## src/rtl/basic_control_unit.sv

```systemverilog
// Hardwired control unit for the 16-bit basic computer: sequences fetch, decode,
// indirect and execute steps and decodes every datapath strobe from state and step.
module basic_control_unit #(
    parameter int WIDTH          = 16,
    parameter bit CLEAR_ON_RESET = 1'b1
) (
    input  logic             clk,
    input  logic             rst,
    input  logic [WIDTH-1:0] IR,
    input  logic [WIDTH-1:0] AC,
    input  logic [WIDTH-1:0] DR,
    input  logic             E,
    output logic [2:0]       bus_select,
    output logic [2:0]       alu_select,
    output logic             write_En,
    output logic             clr_AC,
    output logic             clr_E,
    output logic             clr_AR,
    output logic             clr_PC,
    output logic             comp_E,
    output logic             ldr_AR,
    output logic             ldr_PC,
    output logic             ldr_IR,
    output logic             ldr_DR,
    output logic             ldr_AC,
    output logic             ldr_TR,
    output logic             inc_AR,
    output logic             inc_AC,
    output logic             inc_DR,
    output logic             inc_PC,
    output logic             set_IEN,
    output logic             clr_IEN,
    output logic [2:0]       sc,
    output logic             halted
);

    typedef enum logic [1:0] {S_INIT, S_RUN, S_HALT} state_t;

    state_t     state;
    logic [2:0] step;
    logic [2:0] d;
    logic       ind;
    logic       last_step;
    logic       hlt;

    assign d   = IR[14:12];
    assign ind = IR[15];
    assign sc  = step;
    assign hlt = (state == S_RUN) && (step == 3'd3) && (d == 3'd7) && !ind
                 && (IR[11:0] == 12'h001);

    always_comb begin
        last_step = 1'b0;
        if (d == 3'd7) begin
            last_step = (step == 3'd3);
        end else begin
            case (d)
                3'd3, 3'd4: last_step = (step == 3'd4);
                3'd6:       last_step = (step == 3'd6);
                default:    last_step = (step == 3'd5);
            endcase
        end
    end

    always_ff @(posedge clk or posedge rst) begin
        if (rst) begin
            state  <= S_INIT;
            step   <= '0;
            halted <= 1'b0;
        end else begin
            case (state)
                S_INIT: begin
                    state <= S_RUN;
                    step  <= '0;
                end
                S_RUN: begin
                    if (last_step) begin
                        step <= '0;
                        if (hlt) begin
                            state  <= S_HALT;
                            halted <= 1'b1;
                        end
                    end else begin
                        step <= step + 3'd1;
                    end
                end
                default: begin
                    step   <= '0;
                    halted <= 1'b1;
                end
            endcase
        end
    end

    // Strobes are gated by rst itself so they drop the instant reset is asserted.
    always_comb begin
        bus_select = '0;
        alu_select = '0;
        write_En   = 1'b0;
        clr_AC     = 1'b0;
        clr_E      = 1'b0;
        clr_AR     = 1'b0;
        clr_PC     = 1'b0;
        comp_E     = 1'b0;
        ldr_AR     = 1'b0;
        ldr_PC     = 1'b0;
        ldr_IR     = 1'b0;
        ldr_DR     = 1'b0;
        ldr_AC     = 1'b0;
        ldr_TR     = 1'b0;
        inc_AR     = 1'b0;
        inc_AC     = 1'b0;
        inc_DR     = 1'b0;
        inc_PC     = 1'b0;
        set_IEN    = 1'b0;
        clr_IEN    = 1'b0;
        if (!rst && state == S_INIT && CLEAR_ON_RESET) begin
            clr_AC = 1'b1;
            clr_E  = 1'b1;
            clr_AR = 1'b1;
            clr_PC = 1'b1;
        end else if (!rst && state == S_RUN) begin
            case (step)
                3'd0: begin
                    bus_select = 3'd2;
                    ldr_AR     = 1'b1;
                end
                3'd1: begin
                    bus_select = 3'd7;
                    ldr_IR     = 1'b1;
                    inc_PC     = 1'b1;
                end
                3'd2: begin
                    bus_select = 3'd5;
                    ldr_AR     = 1'b1;
                end
                3'd3: begin
                    if (d != 3'd7) begin
                        if (ind) begin
                            bus_select = 3'd7;
                            ldr_AR     = 1'b1;
                        end
                    end else if (ind) begin
                        if (IR[7])      set_IEN = 1'b1;
                        else if (IR[6]) clr_IEN = 1'b1;
                    end else begin
                        // Only the most significant set bit of the operand field acts.
                        casez (IR[11:0])
                            12'b1???_????_????: clr_AC = 1'b1;
                            12'b01??_????_????: clr_E  = 1'b1;
                            12'b001?_????_????: begin alu_select = 3'd3; ldr_AC = 1'b1; end
                            12'b0001_????_????: comp_E = 1'b1;
                            12'b0000_1???_????: begin alu_select = 3'd5; ldr_AC = 1'b1; end
                            12'b0000_01??_????: begin alu_select = 3'd6; ldr_AC = 1'b1; end
                            12'b0000_001?_????: inc_AC = 1'b1;
                            12'b0000_0001_????: inc_PC = !AC[WIDTH-1];
                            12'b0000_0000_1???: inc_PC = AC[WIDTH-1];
                            12'b0000_0000_01??: inc_PC = (AC == '0);
                            12'b0000_0000_001?: inc_PC = !E;
                            default: ;
                        endcase
                    end
                end
                3'd4: begin
                    case (d)
                        3'd0, 3'd1, 3'd2, 3'd6: begin
                            bus_select = 3'd7;
                            ldr_DR     = 1'b1;
                        end
                        3'd3: begin
                            bus_select = 3'd4;
                            write_En   = 1'b1;
                        end
                        3'd4: begin
                            bus_select = 3'd1;
                            ldr_PC     = 1'b1;
                        end
                        3'd5: begin
                            bus_select = 3'd2;
                            write_En   = 1'b1;
                            inc_AR     = 1'b1;
                        end
                        default: ;
                    endcase
                end
                3'd5: begin
                    case (d)
                        3'd0, 3'd1, 3'd2: begin
                            alu_select = d;
                            ldr_AC     = 1'b1;
                        end
                        3'd5: begin
                            bus_select = 3'd1;
                            ldr_PC     = 1'b1;
                        end
                        3'd6: inc_DR = 1'b1;
                        default: ;
                    endcase
                end
                3'd6: begin
                    if (d == 3'd6) begin
                        bus_select = 3'd3;
                        write_En   = 1'b1;
                        inc_PC     = (DR == '0);
                    end
                end
                default: ;
            endcase
        end
    end

endmodule

```

## config.mk

```make
export PLATFORM = sky130hd
export DESIGN_NAME = basic_control_unit
export DESIGN_NICKNAME = d
export VERILOG_FILES = /design/src/rtl/basic_control_unit.sv
export SDC_FILE = /design/constraint.sdc
export NUM_CORES = 1
export LEC_CHECK = 0
export CORE_ASPECT_RATIO = 0.75
export CORE_MARGIN = 10
export CORE_UTILIZATION = 35
export DETAILED_ROUTE_END_ITERATION = 12
export GPL_ROUTABILITY_DRIVEN = 0
export MAX_ROUTING_LAYER = met4
export PLACE_DENSITY = 0.84
export SYNTH_ARGS = -nofsm -noshare
export SYNTH_HDL_FRONTEND = slang
export SYNTH_SLANG_ARGS = --single-unit
```

## constraint.sdc

```tcl
create_clock -name clk -period 4.3 [get_ports clk]
set_input_delay 0.86 -clock clk [delete_from_list [all_inputs] [get_ports clk]]
set_output_delay 0.86 -clock clk [all_outputs]
set_load 0.02 [all_outputs]
```

== Word-level counts from Yosys, hierarchy flattened ==
Index checks and enable logic that the tools add are counted.

* Word-level logic and storage cells: 162
* Flip-flop bits (word level): 6

* Eq/ne operators: 28
* Reductions and logical operators: 24
* Muxes and demuxes: 105
* Add/sub/neg operators: 1
* Bitwise logic cells: 1

{| class="wikitable"
|+ Operators with widths
! operator !! number
|-
| $mux W1 || 78
|-
| $mux W3 || 11
|-
| $logic_not A16 Y1 || 2
|-
| $eq A3 B3 Y1 const B || 7
|-
| $pmux W3 S7 || 1
|-
| $eq A12 B1 Y1 const B || 1
|-
| $eq A3 B2 Y1 const B || 4
|-
| $pmux W1 S2 || 6
|-
| $pmux W3 S4 || 1
|-
| $eq A11 B1 Y1 const B || 1
|-
| $eq A10 B1 Y1 const B || 1
|-
| $eq A3 B1 Y1 const B || 3
|-
| $eq A9 B1 Y1 const B || 1
|-
| $pmux W3 S3 || 1
|-
| $eq A8 B1 Y1 const B || 1
|-
| $eq A7 B1 Y1 const B || 1
|-
| $eq A6 B1 Y1 const B || 1
|-
| $logic_and A1 B1 Y1 || 6
|-
| $logic_not A3 Y1 || 2
|-
| $mux W2 || 3
|-
| $pmux W3 S2 || 1
|-
| $reduce_and A3 Y1 || 2
|-
| $reduce_or A2 Y1 || 3
|-
| $reduce_or A3 Y1 || 2
|-
| 14 further kinds || 19
|}

== Longest topological paths before layout ==
Gate-level depths: netlist of the first run.

* Word-level depth: 8
* Depth in mapped cells: 7
* Gate-level depth less buffers: 6

== Least setup slack after synthesis of the first run ==
No wires, ideal clock.

* Kind: input -> output
* From: input port rst
* To: output port inc_PC
* Arrival: 2.197 ns
* Setup slack: 1.243 ns
* Data required time: 3.440 ns
* Path buffers: 1
* Stages: 5
* Path through: or3b_1 -> buf_6 -> nor3_1 -> a31oi_1 -> o21ai_1

* Word-level cells in the longest chain between the ends: 4
* Elaborated cells between the ends (all ways): 5

{| class="wikitable"
|+ Ends and longest elaborated chain
! what !! line !! text
|-
| start, declared || 8 || <nowiki>input logic rst,</nowiki>
|-
| $logic_not A1 Y1 (*) || 117, 122 ||
|-
| $logic_and A1 B1 Y1 || 122 || <nowiki>end else if (!rst && state == S_RUN) begin</nowiki>
|-
| $mux W1 || 122 ||
|-
| $mux W1 (*) || 117 || <nowiki>if (!rst && state == S_INIT && CLEAR_ON_RESET) begin</nowiki>
|-
| end, declared || 30 || <nowiki>output logic inc_PC,</nowiki>
|}

Every way passes the cells marked *; elsewhere a longest branch is shown, timed or not.

== Worst setup path in the final report of the first run ==
* From: input port rst
* To: output port comp_E

* Word-level cells in the longest chain between the ends: 4
* Elaborated cells between the ends (all ways): 5

{| class="wikitable"
|+ Ends and longest elaborated chain
! what !! line !! text
|-
| $logic_not A1 Y1 (*) || 117, 122 ||
|-
| $logic_and A1 B1 Y1 || 122 ||
|-
| $mux W1 || 122 ||
|-
| $mux W1 (*) || 117 ||
|-
| end, declared || 20 || <nowiki>output logic comp_E,</nowiki>
|}

Marked as above.

==> run_results.csv, run 1 <==
group,metric,value,unit
sta,fin_tns_setup,0,ns
sta,max_freq,0.254,GHz
worst_setup_path,path_class,"in -> out",
pwr,leakagePower,0.717,nW
route,ant_nets,0,
worst_setup_path,slowest_stage,"clkdlybuf4s50_1",
sta,setup_viol,0,
sta,finalMaxSlewViolations,0,
worst_setup_path,cp_max_fo,10,
sta,hold_viol_final,0,
placement,port-buffer-count,77,
grt,grt_pass1_vias,1461,
floorplan,start_util,37.0,%
finish,nFillCells,218,
floorplan,dieArea,5300,um^2
flow_run,maxCapViolCount,0,
synth,synth_nets,191,
worst_setup_path,cp.required,3.44,ns
worst_setup_path,cp_cell_sequence,"clkdlybuf4s50_1, or3b_1, nor3_4, nand2_4, nor3_2, clkdlybuf4s50_1",
route,vias,1338,
synth,async_flop_share,100,%
route,viasPerCell,5.46,
sta,timing.final.crit_share,91.5,%
finish,area_delta_synth_final,84.5,%
clock_network,clock-sinks,6,
clock_network,clkSlewWorstSetupHoldPaths,0.04,ns
min_path,hold_path_class,"reg -> reg",
grt,grt_max_degree,14,
sta,rsz0062_at_grt,"no",
pwr,power_frac_comb,68.0,%
pwr,ir_worst_vdd,154,uV
worst_setup_path,slowest_delay,0.64,ns
grt,track_usage,15.4,%
grt,grt-ovfl-total,0,
pwr,clkPwrFrac,14.8,%
finish,drive_above_1_share,5.74,%
clock_network,clk_latency,0.22,ns
pwr,p_per_area,317,nW/um^2
synth,synth_cells,135,
floorplan,io_pins,79,
status,outcome,"finished, final reports clean",
synth,netlist_top_cells_area,"dfrtp_1 (15%), nor4_1 (8.4%), ha_1 (6.5%), nor2_1 (5.8%), inv_1 (4.6%)",
finish,num-nets-final,267,
worst_setup_path,end_kind,"primary output",
synth,ys_ff_latch,6,
clock_network,cts_buffers,3,
grt,use_met1,17.9,%
worst_setup_path,path_common_cell,"clkdlybuf4s50_1",
finish,layout_commonest_cell,"clkdlybuf4s50_1",
route,detail_route.wl_per_cell,16.6,um
synth,synth.yosys.seq_area_share,15.5,%
synth,yosysTopAreaCell,"dfrtp_1",
clock_network,clockRootBuffer,"clkbuf_8",
clock_network,ctsResizeCount,0,
route,drt_iter0_drc,108,
pwr,pwr-share-seq,17.2,%
finish,multiInputGateArea,729,um^2
floorplan,die_w,80.8,um
grt,antenna_found_initial,0,
synth,yosysTopAreaCellShare,15.5,%
floorplan,core_area,2620,um^2
synth,yosys_warnings,0,
floorplan,rows,16,
finish,seq_area,150,um^2
clock_network,cts_htree_levels,1,
clock_network,post-cts-setup-buffers,0,
synth,synth.distinct_cells,48,
sta,tightest_slew,0.555,ns
synth,synth_edf_count,0,
grt,grt_pass1_wl,6510,um
pwr,finalPower,0.568,mW
sta,post-route-min-period,3.93,ns
finish,mostFrequentLayoutCells,"clkdlybuf4s50_1 (77), nor2_1 (15), nor4_1 (13)",
synth,syn_area,970,um^2
grt,grt_use_met3,5.57,%
clock_network,cts_tree,"built",
sta,finClkSkew,0.000581,ns
synth,ys.flop_type,"dfrtp_1",
clock_network,cts_hold_buf,0,
worst_setup_path,startpoint_type,"input port",
pwr,switching_share,44.2,%
placement,dp_hpwl,3510,um
pwr,p_sw,0.251,mW
synth,synth.avg_cell_area,7.18,um^2
route,dr.pass1.iters,4,
grt,grt_util_met2,25.0,%
route,finalWirelength,4080,um
worst_setup_path,arrival,3.07,ns
grt,grt.busiest_layer,"met2",
route,drc,0,
sta,slew_headroom,62.7,%
clock_network,cts_buffer_depth,2,
finish,num_antenna_cells,0,
pwr,internal_power,0.317,mW
floorplan,die_h,65.6,um
power groups by stage:
stage / Clock [mW] / Sequential (mW) / Combinational, mW
4_1_cts: 0.0856 / 0.0972 / 0.388
5_1_grt: 0.0899 / 0.101 / 0.420
6_report: 0.0839 / 0.0975 / 0.386
3_5_place_dp: 0 / 0.0979 / 0.386
3_3_place_gp: 0 / 0.0981 / 0.376
2_1_floorplan: 0 / 0.104 / 0.208
per-stage QoR:
step | cell area (um^2) | std cells | utilization (%) | hold WS, ns | setup slack, ns
2_1_floorplan | 970 | 135 | - | 0.499 | 1.24
3_3_place_gp | 1750 | 242 | 66.7 | 0.461 | 0.437
3_5_place_dp | 1750 | 242 | 66.7 | 0.460 | 0.382
4_1_cts | 1790 | 245 | 68.2 | 0.474 | 0.379
5_1_grt | 1790 | 245 | 68.2 | 0.499 | 0.247
6_report | 1790 | 245 | 68.2 | 0.475 | 0.366
critical path: cells and delay by family:
family	cells	cell delay, ns
buffers and inverters	2	1.10
and+or+nand+nor	4	1.12
area by class of cell:
| type | instances | share of cell area, % |
|---|---|---|
| timing repair buffer | 78 | 43.5 |
| multi-input combinational | 110 | 40.8 |
| inverter | 12 | 2.52 |
| tap | 36 | 2.52 |
| sequential | 6 | 8.39 |
| clock buffer | 3 | 2.31 |
cells in the mapped netlist, types with 2 or more instances:
cell / instances
nor2_1: 15
nor4_1: 13
inv_1: 12
nand2_1: 8
a21oi_1: 7
nor3_1: 7
dfrtp_1: 6
ha_1: 5
nand3_1: 5
nor3b_1: 5
buf_2: 3
o21ai_0: 3
o21ai_1: 3
a31oi_1: 2
and3_1: 2
and3b_1: 2
buf_4: 2
nand3b_1: 2
nor2b_1: 2
o21a_1: 2
o21ai_2: 2
cell families (layout without fill, tap and decap cells):
kind of cell,after synthesis,in the layout,synth area share [%]
AOI/OAI and AO/OA,27,27,18.7
other,1,1,0.387
and+or+nand+nor,75,75,47.7
DFF,6,6,15.5
xor gates and xnor gates,1,1,0.903
buffers and inverters,19,93,9.29
adders and majority gates,5,5,6.45
muxes,1,1,1.03
registers in the layout, summed over array words and instances, names as in the netlist:
| register | count |
|---|---|
| halted | 1 |
| sc | 3 |
| state | 2 |
final timing paths:
| kind | startpoint | cells past startpoint | to | slack (ns) |
|---|---|---|---|---|
| worst min register to register | halted | 1 | halted | 0.48 |
| worst max register to register | sc[2] | 6 | halted | 2.37 |
| max in group asynchronous | rst | 2 | sc[0] | 3.17 |
| min in group asynchronous | rst | 2 | state[1] | 0.95 |
| worst min-delay path | halted | 1 | halted | 0.48 |
| worst max-delay path | rst | 6 | comp_E | 0.37 |
per-layer routing:
metal | part of all wire [%] | wire (um) | vias to the layer above
met2 | 46 | 1890 | 69
met4 | 0.12 | 5 | 0
li1 | - | - | 647
met1 | 43 | 1760 | 620
met3 | 10 | 423 | 2
met5 | 0 | 0 | -
Note: power is estimated with default switching activity, not from simulation.
==> run 2: changes to the inputs <==
--- a/config.mk
+++ b/config.mk
@@ -5,7 +5,7 @@
 export SDC_FILE = /design/constraint.sdc
 export NUM_CORES = 1
 export LEC_CHECK = 0
-export CORE_ASPECT_RATIO = 0.75
+export CORE_ASPECT_RATIO = 1.25
 export CORE_MARGIN = 10
 export CORE_UTILIZATION = 35
 export DETAILED_ROUTE_END_ITERATION = 12
==> run 2 against run 1 <==
Net effect:
- wire length down 5.1%
- sequential power about the same
- clock power down 41%
- critical endpoint is now ldr_AC
- design area down 1.2%
- clock skew about the same
- first-iteration DRC count down 33%
==> run_results.csv, run 2 (synthesis results as in run 1) <==
group,metric,value,unit
status,outcome,"finished, final reports clean",
worst_setup_path,reg2reg_to,"halted",
sta,fin_tns_setup,0,ns
grt,track_usage,14.7,%
route,finalWirelength,3870,um
clock_network,cts_buffer_depth,2,
worst_setup_path,path_class,"in -> out",
worst_setup_path,arrival,3.04,ns
sta,finClkSkew,0.000124,ns
route,viasPerCell,5.19,
finish,nFillCells,246,
flow_run,maxCapViolCount,0,
grt,antenna_found_initial,0,
finish,layout_commonest_cell,"clkdlybuf4s50_1",
grt,grt_pass1_vias,1274,
worst_setup_path,path_depth,6,
worst_setup_path,cp_max_fo,13,
sta,rsz0062_at_grt,"no",
sta,hold_viol_final,0,
pwr,leakagePower,0.709,nW
worst_setup_path,cp-startpoint,"IR[12]",
sta,slew_headroom,64.0,%
finish,num_antenna_cells,0,
clock_network,clockRootBuffer,"clkbuf_4",
placement,port-buffer-count,77,
worst_setup_path,cp.required,3.44,ns
clock_network,cts_htree_levels,1,
worst_setup_path,slowest_delay,0.73,ns
worst_setup_path,endpoint,"ldr_AC",
worst_setup_path,worst-path-buf-inv,2,
route,vias,1261,
worst_setup_path,r2r_setup_slack,2.37,ns
pwr,p_per_area,298,nW/um^2
sta,finalMaxSlewViolations,0,
floorplan,start_util,36.2,%
route,drc,0,
finish,num-nets-final,267,
worst_setup_path,slowest_stage,"clkdlybuf4s50_1",
finish,largest_reg_flops,3,
worst_setup_path,path_common_cell,"clkdlybuf4s50_1",
floorplan,io_pins,79,
sta,timing.hold.ws,0.476,ns
sta,setup_viol,0,
grt,grt_pass1_wl,6160,um
route,detail_route.wl_per_cell,15.9,um
worst_setup_path,end_kind,"primary output",
clock_network,clk_latency,0.24,ns
finish,final_area,1770,um^2
sta,tightest_slew,0.536,ns
clock_network,ctsResizeCount,0,
route,dr.pass1.iters,4,
pwr,ir_worst_vdd,289,uV
route,ant_nets,0,
pwr,finalPower,0.527,mW
floorplan,core_area,2680,um^2
clock_network,post-cts-setup-buffers,0,
floorplan,rows,21,
sta,post-route-min-period,3.90,ns
worst_setup_path,cp_cell_sequence,"clkdlybuf4s50_1, nand4_1, nor3_4, nand2_4, o21bai_2, clkdlybuf4s50_1",
grt,grt-ovfl-total,0,
finish,mostFrequentLayoutCells,"clkdlybuf4s50_1 (77), nor2_1 (15), nor4_1 (13)",
route,drt_iter0_drc,72,
finish,area_delta_synth_final,82.3,%
worst_setup_path,cpLargestDelayFamily,"buffers and inverters",
worst_setup_path,worstReg2RegStart,"sc[2]",
clock_network,cts_buffers,3,
worst_setup_path,startpoint_type,"input port",
sta,max_freq,0.256,GHz
placement,place_area,1750,um^2
placement,dp_hpwl,3380,um
clock_network,clkSlewWorstSetupHoldPaths,0.04,ns
floorplan,die_h,78.9,um
min_path,hold_path_class,"reg -> reg",
floorplan,dieArea,5290,um^2
clock_network,cts_hold_buf,0,
min_path,min_from,"halted",
sta,timing.final.crit_share,90.8,%
grt,grt_max_degree,14,
clock_network,cts_tree,"built",
floorplan,die_w,67.1,um
clock_network,clock-sinks,6,
worst_setup_path,reg2reg_depth,6,
finish,drive_above_1_share,5.74,%
## run 2: cell count changes in the layout (fill, tap and decap cells not counted)
cell and delta:
clkbuf_8 -3, clkbuf_4 +3
## run 2: worst min path at each step
| stage | slack [ns] | end | depth (start not counted) |
|---|---|---|---|
| 2_1_floorplan | 0.50 | state[0] | 1 |
| 6_report | 0.48 | halted | 1 |
| 4_1_cts | 0.48 | halted | 1 |
| 5_1_grt | 0.51 | halted | 1 |
| 3_5_place_dp | 0.46 | halted | 1 |
| 3_3_place_gp | 0.46 | halted | 1 |
## run 2: power by group
group	leakage (nW)	switching [mW]	internal, mW
Clock	0.0138	0.0181	0.0314
Combinational	0.623	0.197	0.183
Sequential	0.0725	0.0249	0.0723
## run 2: area by class of cell
cell class	instances	area [um^2]	share of cell area, %
inverter	12	45.0	2.55
clock buffer	3	22.5	1.27
multi-input combinational	110	729	41.3
tap	34	42.5	2.41
timing repair buffer	78	778	44.0
sequential	6	150	8.49
## run 2: worst register-to-register path, cell delays in order, from the launching register on
cell      delay, ns
dfrtp_1        0.51
inv_1          0.15
ha_1           0.27
nand4_1        0.17
buf_4          0.17
and4bb_1       0.23
or3_1          0.30
## run 2: through the flow
| step | setup slack (ns) | std cells | util [%] |
|---|---|---|---|
| after floorplan | 1.24 | 135 | - |
| after global placement | 0.444 | 240 | 65.1 |
| after detailed placement | 0.384 | 240 | 65.1 |
| after CTS | 0.379 | 243 | 66.0 |
| after global routing | 0.251 | 243 | 66.0 |
| final | 0.397 | 243 | 66.0 |
## run 2: routing by layer
layer	up-vias	share of wire, %	GRT usage, %
met3	4	5.2	1.83
met5	-	0	-
met4	0	1.1	3.29
met2	45	55	26.8
met1	565	39	16.3
li1	647	-	-
